### config.mk
export PLATFORM = sky130hd
export DESIGN_NAME = mips_control_register_write_scheduler
export DESIGN_NICKNAME = d
export VERILOG_FILES = /design/src/rtl/mips_control_register_write_scheduler.sv
export SDC_FILE = /design/constraint.sdc
export NUM_CORES = 1
export LEC_CHECK = 0
export CAP_MARGIN = 20
export CORE_MARGIN = 2
export CORE_UTILIZATION = 51
export DETAILED_ROUTE_END_ITERATION = 8
export PLACE_DENSITY = 0.93
export SLEW_MARGIN = 20
export SYNTH_ARGS = -nofsm -noshare
export SYNTH_HDL_FRONTEND = slang
export SYNTH_SLANG_ARGS = --single-unit
### constraint.sdc
create_clock -name clock -period 9 [get_ports clock]
set_clock_uncertainty 0.15 [all_clocks]
set_input_delay 1.8 -clock clock [delete_from_list [all_inputs] [get_ports clock]]
set_output_delay 1.8 -clock clock [all_outputs]
set_load 0.02 [all_outputs]
### src/rtl/mips_control_register_write_scheduler.sv
// mips_control_register_write_scheduler
//
// Shares the single register-file write port between the in-order writeback
// stage and one long-latency unit. It also keeps a pending-write scoreboard so
// decode stalls on RAW/WAW hazards against long-latency destinations.
//
// Ports:
//   clock, resetN          clock, asynchronous active-low reset
//   wbValid/wbAddr/wbData  writeback result (absolute priority, never stalled)
//   luValid/luAddr/luData  long-latency result offer
//   luReady                long-latency result accepted this cycle
//   reserveValid/Addr      decode issues a long-latency op to this destination
//   readAddr1/readAddr2    decode source registers
//   decodeWriteValid/Addr  decode destination register
//   hazardStall            hold decode (source or destination pending)
//   starveStall            hold fetch/decode so a writeback bubble appears
//   writeEnable/Addr/Data  registered register-file write port
module mips_control_register_write_scheduler #(
   parameter int unsigned STARVE_LIMIT = 4
) (
   input  logic        clock,
   input  logic        resetN,
   input  logic        wbValid,
   input  logic [4:0]  wbAddr,
   input  logic [31:0] wbData,
   input  logic        luValid,
   input  logic [4:0]  luAddr,
   input  logic [31:0] luData,
   output logic        luReady,
   input  logic        reserveValid,
   input  logic [4:0]  reserveAddr,
   input  logic [4:0]  readAddr1,
   input  logic [4:0]  readAddr2,
   input  logic        decodeWriteValid,
   input  logic [4:0]  decodeWriteAddr,
   output logic        hazardStall,
   output logic        starveStall,
   output logic        writeEnable,
   output logic [4:0]  writeAddr,
   output logic [31:0] writeData
);

   localparam logic [3:0] LIMIT = 4'(STARVE_LIMIT);

   logic [31:0] busy_q, busy_d;
   logic [3:0]  starve_cnt_q, starve_cnt_d;
   logic        lu_accept;
   logic        reserve_ok;
   logic        we_d;
   logic [4:0]  waddr_d;
   logic [31:0] wdata_d;

   // Arbitration: writeback always wins.
   assign luReady   = luValid & ~wbValid;
   assign lu_accept = luValid & luReady;

   assign hazardStall = busy_q[readAddr1] | busy_q[readAddr2] |
                        (decodeWriteValid & busy_q[decodeWriteAddr]);

   assign reserve_ok = reserveValid & ~hazardStall;

   // Write-port capture; register 0 is captured but never strobed.
   always_comb begin
      we_d    = 1'b0;
      waddr_d = writeAddr;
      wdata_d = writeData;
      if (wbValid) begin
         we_d    = (wbAddr != '0);
         waddr_d = wbAddr;
         wdata_d = wbData;
      end else if (lu_accept) begin
         we_d    = (luAddr != '0);
         waddr_d = luAddr;
         wdata_d = luData;
      end
   end

   // Scoreboard update: clear first, then set, so a same-cycle set wins.
   always_comb begin
      busy_d = busy_q;
      if (lu_accept)
         busy_d[luAddr] = 1'b0;
      if (reserve_ok)
         busy_d[reserveAddr] = 1'b1;
      busy_d[0] = 1'b0;
   end

   // Starvation counter: counts lost arbitrations, saturates at LIMIT,
   // clears on acceptance or when the offer is withdrawn.
   always_comb begin
      starve_cnt_d = starve_cnt_q;
      if (!luValid || luReady)
         starve_cnt_d = '0;
      else if (starve_cnt_q != LIMIT)
         starve_cnt_d = starve_cnt_q + 4'd1;
   end

   always_ff @(posedge clock or negedge resetN) begin
      if (!resetN) begin
         writeEnable  <= 1'b0;
         writeAddr    <= '0;
         writeData    <= '0;
         busy_q       <= '0;
         starve_cnt_q <= '0;
         starveStall  <= 1'b0;
      end else begin
         writeEnable  <= we_d;
         writeAddr    <= waddr_d;
         writeData    <= wdata_d;
         busy_q       <= busy_d;
         starve_cnt_q <= starve_cnt_d;
         // Registered from the next count so the stall appears in the same
         // cycle the counter holds LIMIT and drops the cycle after acceptance.
         starveStall  <= (starve_cnt_d == LIMIT);
      end
   end

endmodule

Yosys cells after proc, flatten, opt, wreduce, memory -nomap -nowiden
Index checks and enable logic that the tools add are counted.

Flip-flop bits (word level): 74. Output and inout port bits: 41. Word-level logic and storage cells: 54.

$add $sub $neg: 1. Order comparisons: 7. Eq/ne operators: 2. Muxes and demuxes: 20. Bitwise gates (word level): 11. Reduce and logical (&&, ||, !) cells: 7.

Operators by type and width (number): two-way mux 32 bit (4); AND 32 bit (1); inverter 32 bit (1); bitwise OR 32 bit (1); < comparator 5 x 6 -> 1 bit (second input constant) (5); binary-select mux 1 bit (select 5 bit) (3); demux 1 bit (select 5 bit) (2); >= comparator 5 x 1 -> 1 bit (second input constant) (2); two-way mux 5 bit (2); nonzero test 5 bit (2); two-way mux 4 bit (2); two-way mux 1 bit (7); adder 4 x 1 -> 4 bit (second input constant) (1); AND 1 bit (4); equality test 4 x 3 -> 1 bit (second input constant) (1); != test 4 x 3 -> 1 bit (second input constant) (1); logical AND 1 bit (2); inverter 1 bit (2); bitwise OR 1 bit (2); nonzero test 2 bit (1); zero test 1 bit (1); logical OR 1 bit (1).

Depth between registers and ports, before layout
Gate-level depths: netlist of run 1.

Depth in word-level cells: 9. Mapped depth: 8. Mapped depth without buffers: 6.

Least setup slack after synthesis of run 1
No wires, ideal clock.

Path kind: input port to output port. Start point: in decodeWriteAddr[1]. End point: out hazardStall. Arrival: 3.656 ns. Data required time: 7.050 ns. Path slack: 3.394 ns. Stages on the path: 7. Buffers on the path: 1. Path through: buf_6 > mux4_1 > mux4_2 > or2_0 > nand4_1 > o2111ai_4 > nand2b_1.

Word-level cells in the longest chain between the ends: 4.

Ends and longest elaborated chain: from (decl) (RTL line 35) `input logic [4:0] decodeWriteAddr,`; binary-select mux 1 bit (select 5 bit) (RTL line 58) `(decodeWriteValid & busy_q[decodeWriteAddr]);`; two-way mux 1 bit (not written as such) (RTL line 58); AND 1 bit (RTL line 58); bitwise OR 1 bit (RTL line 57) `assign hazardStall = busy_q[readAddr1] | busy_q[readAddr2] |`; to (decl) (RTL line 36) `output logic hazardStall,`.

Every way passes these cells. The select of a mux whose other input is x is not followed.

Final worst setup path of run 1
Ends and elaborated chain as after synthesis.

==> results.json, run 1 <==
{
  "netlist_instances": 463,
  "routed_wirelength_mm": 13.2,
  "clk_pin_slew_worst_paths_ns": 0.08,
  "syn_nets": 565,
  "antenna_found_initial": 0,
  "cp.arrival_ns": 5.16,
  "status": "finished clean",
  "cp_max_fo": 32,
  "max_freq_mhz": 141,
  "power_leakage_nw": 2.52,
  "p_sw_share_pct": 32.6,
  "endpoint_kind": "output pin",
  "wire_per_inst_um": 18.9,
  "post-cts-setup-buffer-count": 0,
  "grt_pass1_vias": 4381,
  "start_util_pct": 52.1,
  "slew_headroom_pct": 36.9,
  "cts_max_level": 3,
  "pwr-share-clk_pct": 28.3,
  "diodes": 0,
  "ys_seq_elements": 74,
  "postSynth.asyncResetShare_pct": 100,
  "hp-class": "reg -> reg",
  "power.switching_mw": 0.339,
  "synth-edff-count": 0,
  "worst_pin_slew_ns": 0.947,
  "cts_tree": "yes",
  "rows": 34,
  "core_area_mm2": 0.00868,
  "yosysUniqueCellTypes": 43,
  "vias": 4237,
  "max_cap_violations": 0,
  "io_buffers": 140,
  "die-area_mm2": 0.00964,
  "area_delta_synth_final_pct": 35.7,
  "cp-start-kind": "input pin",
  "p_per_area_mw_per_mm2": 170,
  "cts_buffers": 9,
  "routabilityCongestion": 1.05,
  "crit_top_cell": "clkdlybuf4s50_1",
  "grt_overflow": 0,
  "slew_viol_final": 0,
  "yosys.area.top_type": "dfrtp_1",
  "synth_top_area_share_pct": 40.9,
  "ctsLongestPathBuffers": 2,
  "ant_nets": 0,
  "p_seq_share_pct": 42.5,
  "whs_ns": 0.417,
  "period_minus_slack_ns": 7.11,
  "viasPerCell": 6.08,
  "worst_slack_ns": 1.89,
  "required_ns": 7.05,
  "cts_sinks": 74,
  "fp.dieW_um": 98.2,
  "p_int_mw": 0.702,
  "clk_latency_ns": 0.35,
  "pre_cts_ws_ns": 1.92,
  "drt_iter0_drc": 503,
  "drive_gt1_share_pct": 12.4,
  "rsz0062_at_grt": "no",
  "io_pins": 141,
  "setup_tns_ns": 0,
  "grt_pass1_wl_mm": 21.7,
  "crit_chain": "clkdlybuf4s50_1, mux4_1, mux4_2, or2_0, nand4_1, o2111ai_4, buf_4, nand2b_1, clkdlybuf4s50_1",
  "cts_resized": 0,
  "ctsHoldBuffers": 0,
  "report.final.setup_viol": 0,
  "syn-cell-area_mm2": 0.00452,
  "firstDrtPassIters": 8,
  "critPathBufInv": 3,
  "nets": 686,
  "grt_use_total_pct": 28.2,
  "crit_family": "buffers and inverters",
  "hold_viol": 0,
  "synth.area.top_cells": "dfrtp_1, mux2i_1, o21ai_0",
  "crit_slowest_cell": "clkdlybuf4s50_1",
  "grt_start_max_net_pins": 80,
  "drc": 0,
  "p_comb_share_pct": 29.2,
  "syn-mean-instance-area_um2": 9.77,
  "clock-root-buffer": "clkbuf_8",
  "detailed_place_hpwl_mm": 9.47,
  "critPathKind": "in -> out",
  "synth_warnings": 0,
  "synthFlopType": "dfrtp_1",
  "die_height_um": 98.2,
  "irDropWorstVdd_uv": 105,
  "fin_crit_sh_pct": 78.9,
  "max_stage_delay_ns": 0.74,
  "yosysSeqAreaShare_pct": 40.9
}
-- cells in the final DEF, fill, tap and decap left out, drive strengths merged, types with 2 or more instances in the layout --
| cell | n |
|---|---|
| inv | 4 |
| nor2 | 35 |
| a221oi | 3 |
| clkinv | 3 |
| clkdlybuf4s50 | 137 |
| ha | 2 |
| nor4 | 4 |
| o211ai | 2 |
| nand3b | 11 |
| nand3 | 9 |
| dfrtp | 74 |
| nand2b | 5 |
| o311ai | 2 |
| mux2i | 50 |
| nor2b | 6 |
| a2111oi | 2 |
| clkbuf | 10 |
| bufinv | 2 |
| buf | 8 |
| mux2 | 3 |
| or3b | 4 |
| nand2 | 77 |
| o21ai | 101 |
| mux4 | 17 |
-- worst paths after layout --
kind,from,to,slack [ns],cells after the start
max,decodeWriteAddr[1],hazardStall,1.89,9
min reg2reg,starve_cnt_q[2],starve_cnt_q[2],0.42,1
max in group asynchronous,resetN,busy_q[15],6.57,2
min in group asynchronous,resetN,writeData[13],1.52,2
min,starve_cnt_q[2],starve_cnt_q[2],0.42,1
max reg2reg,busy_q[10],busy_q[31],6.31,7
-- flip-flops by register name, indices dropped and copies added, names as in the netlist --
register / count
starve_cnt_q: 4
writeData: 32
writeAddr: 5
starveStall: 1
writeEnable: 1
busy_q: 31
-- cell usage after synthesis, types with 3 or more instances --
cell / number
nor4_1: 4
clkbuf_1: 25
o21ai_0: 71
buf_2: 3
mux2_2: 3
inv_1: 4
nand2_1: 77
nor2_1: 35
dfrtp_1: 74
mux2i_1: 50
nand3_1: 9
mux4_2: 10
buf_6: 5
nor2b_1: 6
mux4_1: 7
a221oi_1: 3
nand2b_1: 5
nand3b_1: 11
o21ai_2: 30
or3b_2: 4
-- routing by layer --
layer  vias to the layer above  share of wire, %  track usage, %
met1                      2012                36            34.1
met5                         -                 0               0
li1                       1907                 -               -
met4                         0               3.8            14.5
met3                        47                11            7.59
met2                       271                49            46.5
-- through the flow --
stage	utilization (%)	instance area (um2)	total power [mW]	std cells
final	70.7	6140	1.04	697
after global routing	70.7	6140	1.09	697
after CTS	70.7	6140	1.04	697
after detailed placement	68.1	5910	0.746	681
after global placement	68.1	5910	0.732	681
after floorplan	-	4520	0.607	463
-- worst register-to-register path: stages (launching register included) --
cell	delay, ns
dfrtp_1	0.45
mux4_1	0.53
mux4_2	0.46
or2_0	0.21
nand4_1	0.14
o2111ai_4	0.12
buf_4	0.32
o21ai_0	0.23
-- layout make-up --
cell class	count	area, um2
clock buffers	10	138
repair buffers	145	1420
clock inverters	6	90.1
multi-input cells	350	2480
fillers	627	2540
well taps	108	135
flip-flops and latches	74	1850
inverters	4	15.0
-- power groups by stage --
stage,Combinational (mW),Sequential [mW],Clock [mW]
after floorplan,0.172,0.435,0
after global placement,0.291,0.442,0
after detailed placement,0.302,0.443,0
after CTS,0.303,0.438,0.296
after global routing,0.329,0.446,0.311
final,0.304,0.442,0.295
-- cells by family after synthesis --
logic type | Yosys count | share of synthesized area [%]
simple gates | 159 | 16.2
fa+ha+maj | 2 | 0.553
mux | 70 | 20.9
compound gates | 118 | 17.2
xor+xnor | 1 | 0.194
flops | 74 | 40.9
buf+inv | 39 | 4.15
No activity file was read; power rests on OpenSTA's default activity.
==> run 2: changes to the inputs <==
Settings changed: CORE_UTILIZATION 51 to 43, PLACE_DENSITY 0.93 to 0.85.
Clock period 9 ns to 6.11 ns, I/O delays scaled along.
==> results.json, run 2 (synthesis gave the netlist of run 1 again) <==
{
  "wl_met2_mm": 6.33,
  "crit_family": "buffers and inverters",
  "power_leakage_nw": 2.50,
  "crit_slowest_cell": "clkdlybuf4s50_1",
  "final_common_cell": "clkdlybuf4s50_1",
  "grt_overflow": 0,
  "vias": 4125,
  "crit_top_cell": "clkdlybuf4s50_1",
  "slew_headroom_pct": 44.7,
  "clock-root-buffer": "clkbuf_8",
  "rsz0062_at_grt": "no",
  "period_minus_slack_ns": 5.63,
  "hp-class": "reg -> reg",
  "critPathBufInv": 2,
  "irDropWorstVdd_uv": 132,
  "status": "finished clean",
  "fp.dieW_um": 107,
  "whs_ns": 0.423,
  "io_buffers": 140,
  "most-common-layout-cells": "clkdlybuf4s50_1, nand2_1, dfrtp_1, o21ai_0, mux2i_1",
  "area_delta_synth_final_pct": 36.0,
  "routed_wirelength_mm": 13.3,
  "max_stage_delay_ns": 0.72,
  "cts_max_level": 3,
  "p_seq_share_pct": 43.4,
  "cp.arrival_ns": 4.26,
  "max_freq_mhz": 178,
  "antenna_found_initial": 0,
  "pwr-share-clk_pct": 26.9,
  "routabilityCongestion": 0.929,
  "fin_crit_sh_pct": 92.2,
  "cts_resized": 0,
  "grt_pass1_wl_mm": 21.3,
  "drive_gt1_share_pct": 12.2,
  "firstDrtPassIters": 5,
  "viasPerCell": 5.69,
  "largest-register": "writeData",
  "max_cap_violations": 0,
  "diodes": 0,
  "met3_wirelength_mm": 1.31,
  "required_ns": 4.74,
  "ctsHoldBuffers": 0,
  "wire_per_inst_um": 18.4,
  "highest_layer": "met4",
  "ctsLongestPathBuffers": 2,
  "crit_chain": "clkdlybuf4s50_1, mux4_1, mux4_2, or2_0, nand4_1, o2111ai_4, nand2b_1, clkdlybuf4s50_1",
  "top_regs": "writeData (32), busy_q (31), writeAddr (5)",
  "start_util_pct": 44.0,
  "hold_viol": 0,
  "io_pins": 141,
  "power.switching_mw": 0.498,
  "post-cts-setup-buffer-count": 0,
  "clk_latency_ns": 0.37,
  "cts_sinks": 74,
  "die_height_um": 107,
  "grt_use_total_pct": 24.1,
  "core_area_mm2": 0.0103,
  "detailed_place_hpwl_mm": 9.85,
  "p_comb_share_pct": 29.7,
  "grt_start_max_net_pins": 79,
  "p_int_mw": 1.00,
  "nets": 686,
  "p_per_area_mw_per_mm2": 244,
  "die-area_mm2": 0.0114,
  "largest_reg_flops": 32,
  "rows": 37,
  "clk_pin_slew_worst_paths_ns": 0.08,
  "p_sw_share_pct": 33.2,
  "cts_tree": "yes",
  "wl_met1_mm": 5.06,
  "endpoint_kind": "output pin",
  "cp-start-kind": "input pin",
  "report.final.setup_viol": 0,
  "worst_pin_slew_ns": 0.829,
  "drc": 0,
  "critPathKind": "in -> out",
  "cp_max_fo": 9,
  "setup_tns_ns": 0,
  "ant_nets": 0,
  "grt_pass1_vias": 4286,
  "cts_buffers": 9,
  "slew_viol_final": 0,
  "drt_iter0_drc": 343
}
run 2: cell type report:
type | instances | area, um2
Sequential cell | 74 | 1850
Inverter | 4 | 15.0
Clock inverter | 4 | 50.0
Multi-Input combinational cell | 350 | 2480
Fill cell | 869 | 4130
Timing Repair Buffer | 145 | 1420
Clock buffer | 12 | 155
Tap cell | 136 | 170
run 2: through the flow:
step                      std cells  cell area (um2)  util [%]  setup slack (ns)  power (mW)
after floorplan                 463             4520         -              1.66       0.895
after global placement          709             5950      57.9             0.583        1.08
after detailed placement        709             5950      57.9             0.485        1.10
after CTS                       725             6150      59.8             0.481        1.50
after global routing            725             6150      59.8             0.379        1.57
final                           725             6150      59.8             0.477        1.50
run 2: power groups by stage:
stage / clock (mW) / sequential, mW / combinational, mW
final: 0.404 / 0.651 / 0.447
after global routing: 0.431 / 0.656 / 0.484
after CTS: 0.407 / 0.646 / 0.448
after detailed placement: 0 / 0.655 / 0.446
after global placement: 0 / 0.653 / 0.430
after floorplan: 0 / 0.641 / 0.254
run 2: worst paths after layout:
check	start	end	slack (ns)	cells after the start
min in group asynchronous	resetN	writeData[29]	0.55	1
setup reg to reg	busy_q[26]	busy_q[31]	3.36	7
hold reg to reg	writeData[26]	writeData[26]	0.42	2
setup / recovery	decodeWriteAddr[1]	hazardStall	0.48	8
max in group asynchronous	resetN	starve_cnt_q[1]	4.17	2
hold / removal	writeData[26]	writeData[26]	0.42	2
run 2: per-layer routing:
metal | vias to the layer above | global-route usage [%]
met5 | - | 0
met4 | 0 | 13.0
met3 | 53 | 7.96
met2 | 234 | 39.0
met1 | 1925 | 28.5
li1 | 1913 | -
run 2: worst register-to-register path, stage by stage (launching register included):
cell and delay, ns:
dfrtp_1 0.45, mux4_1 0.56, mux4_2 0.46, or2_0 0.21, nand4_1 0.15, o2111ai_4 0.14
buf_4 0.33, o21ai_0 0.21
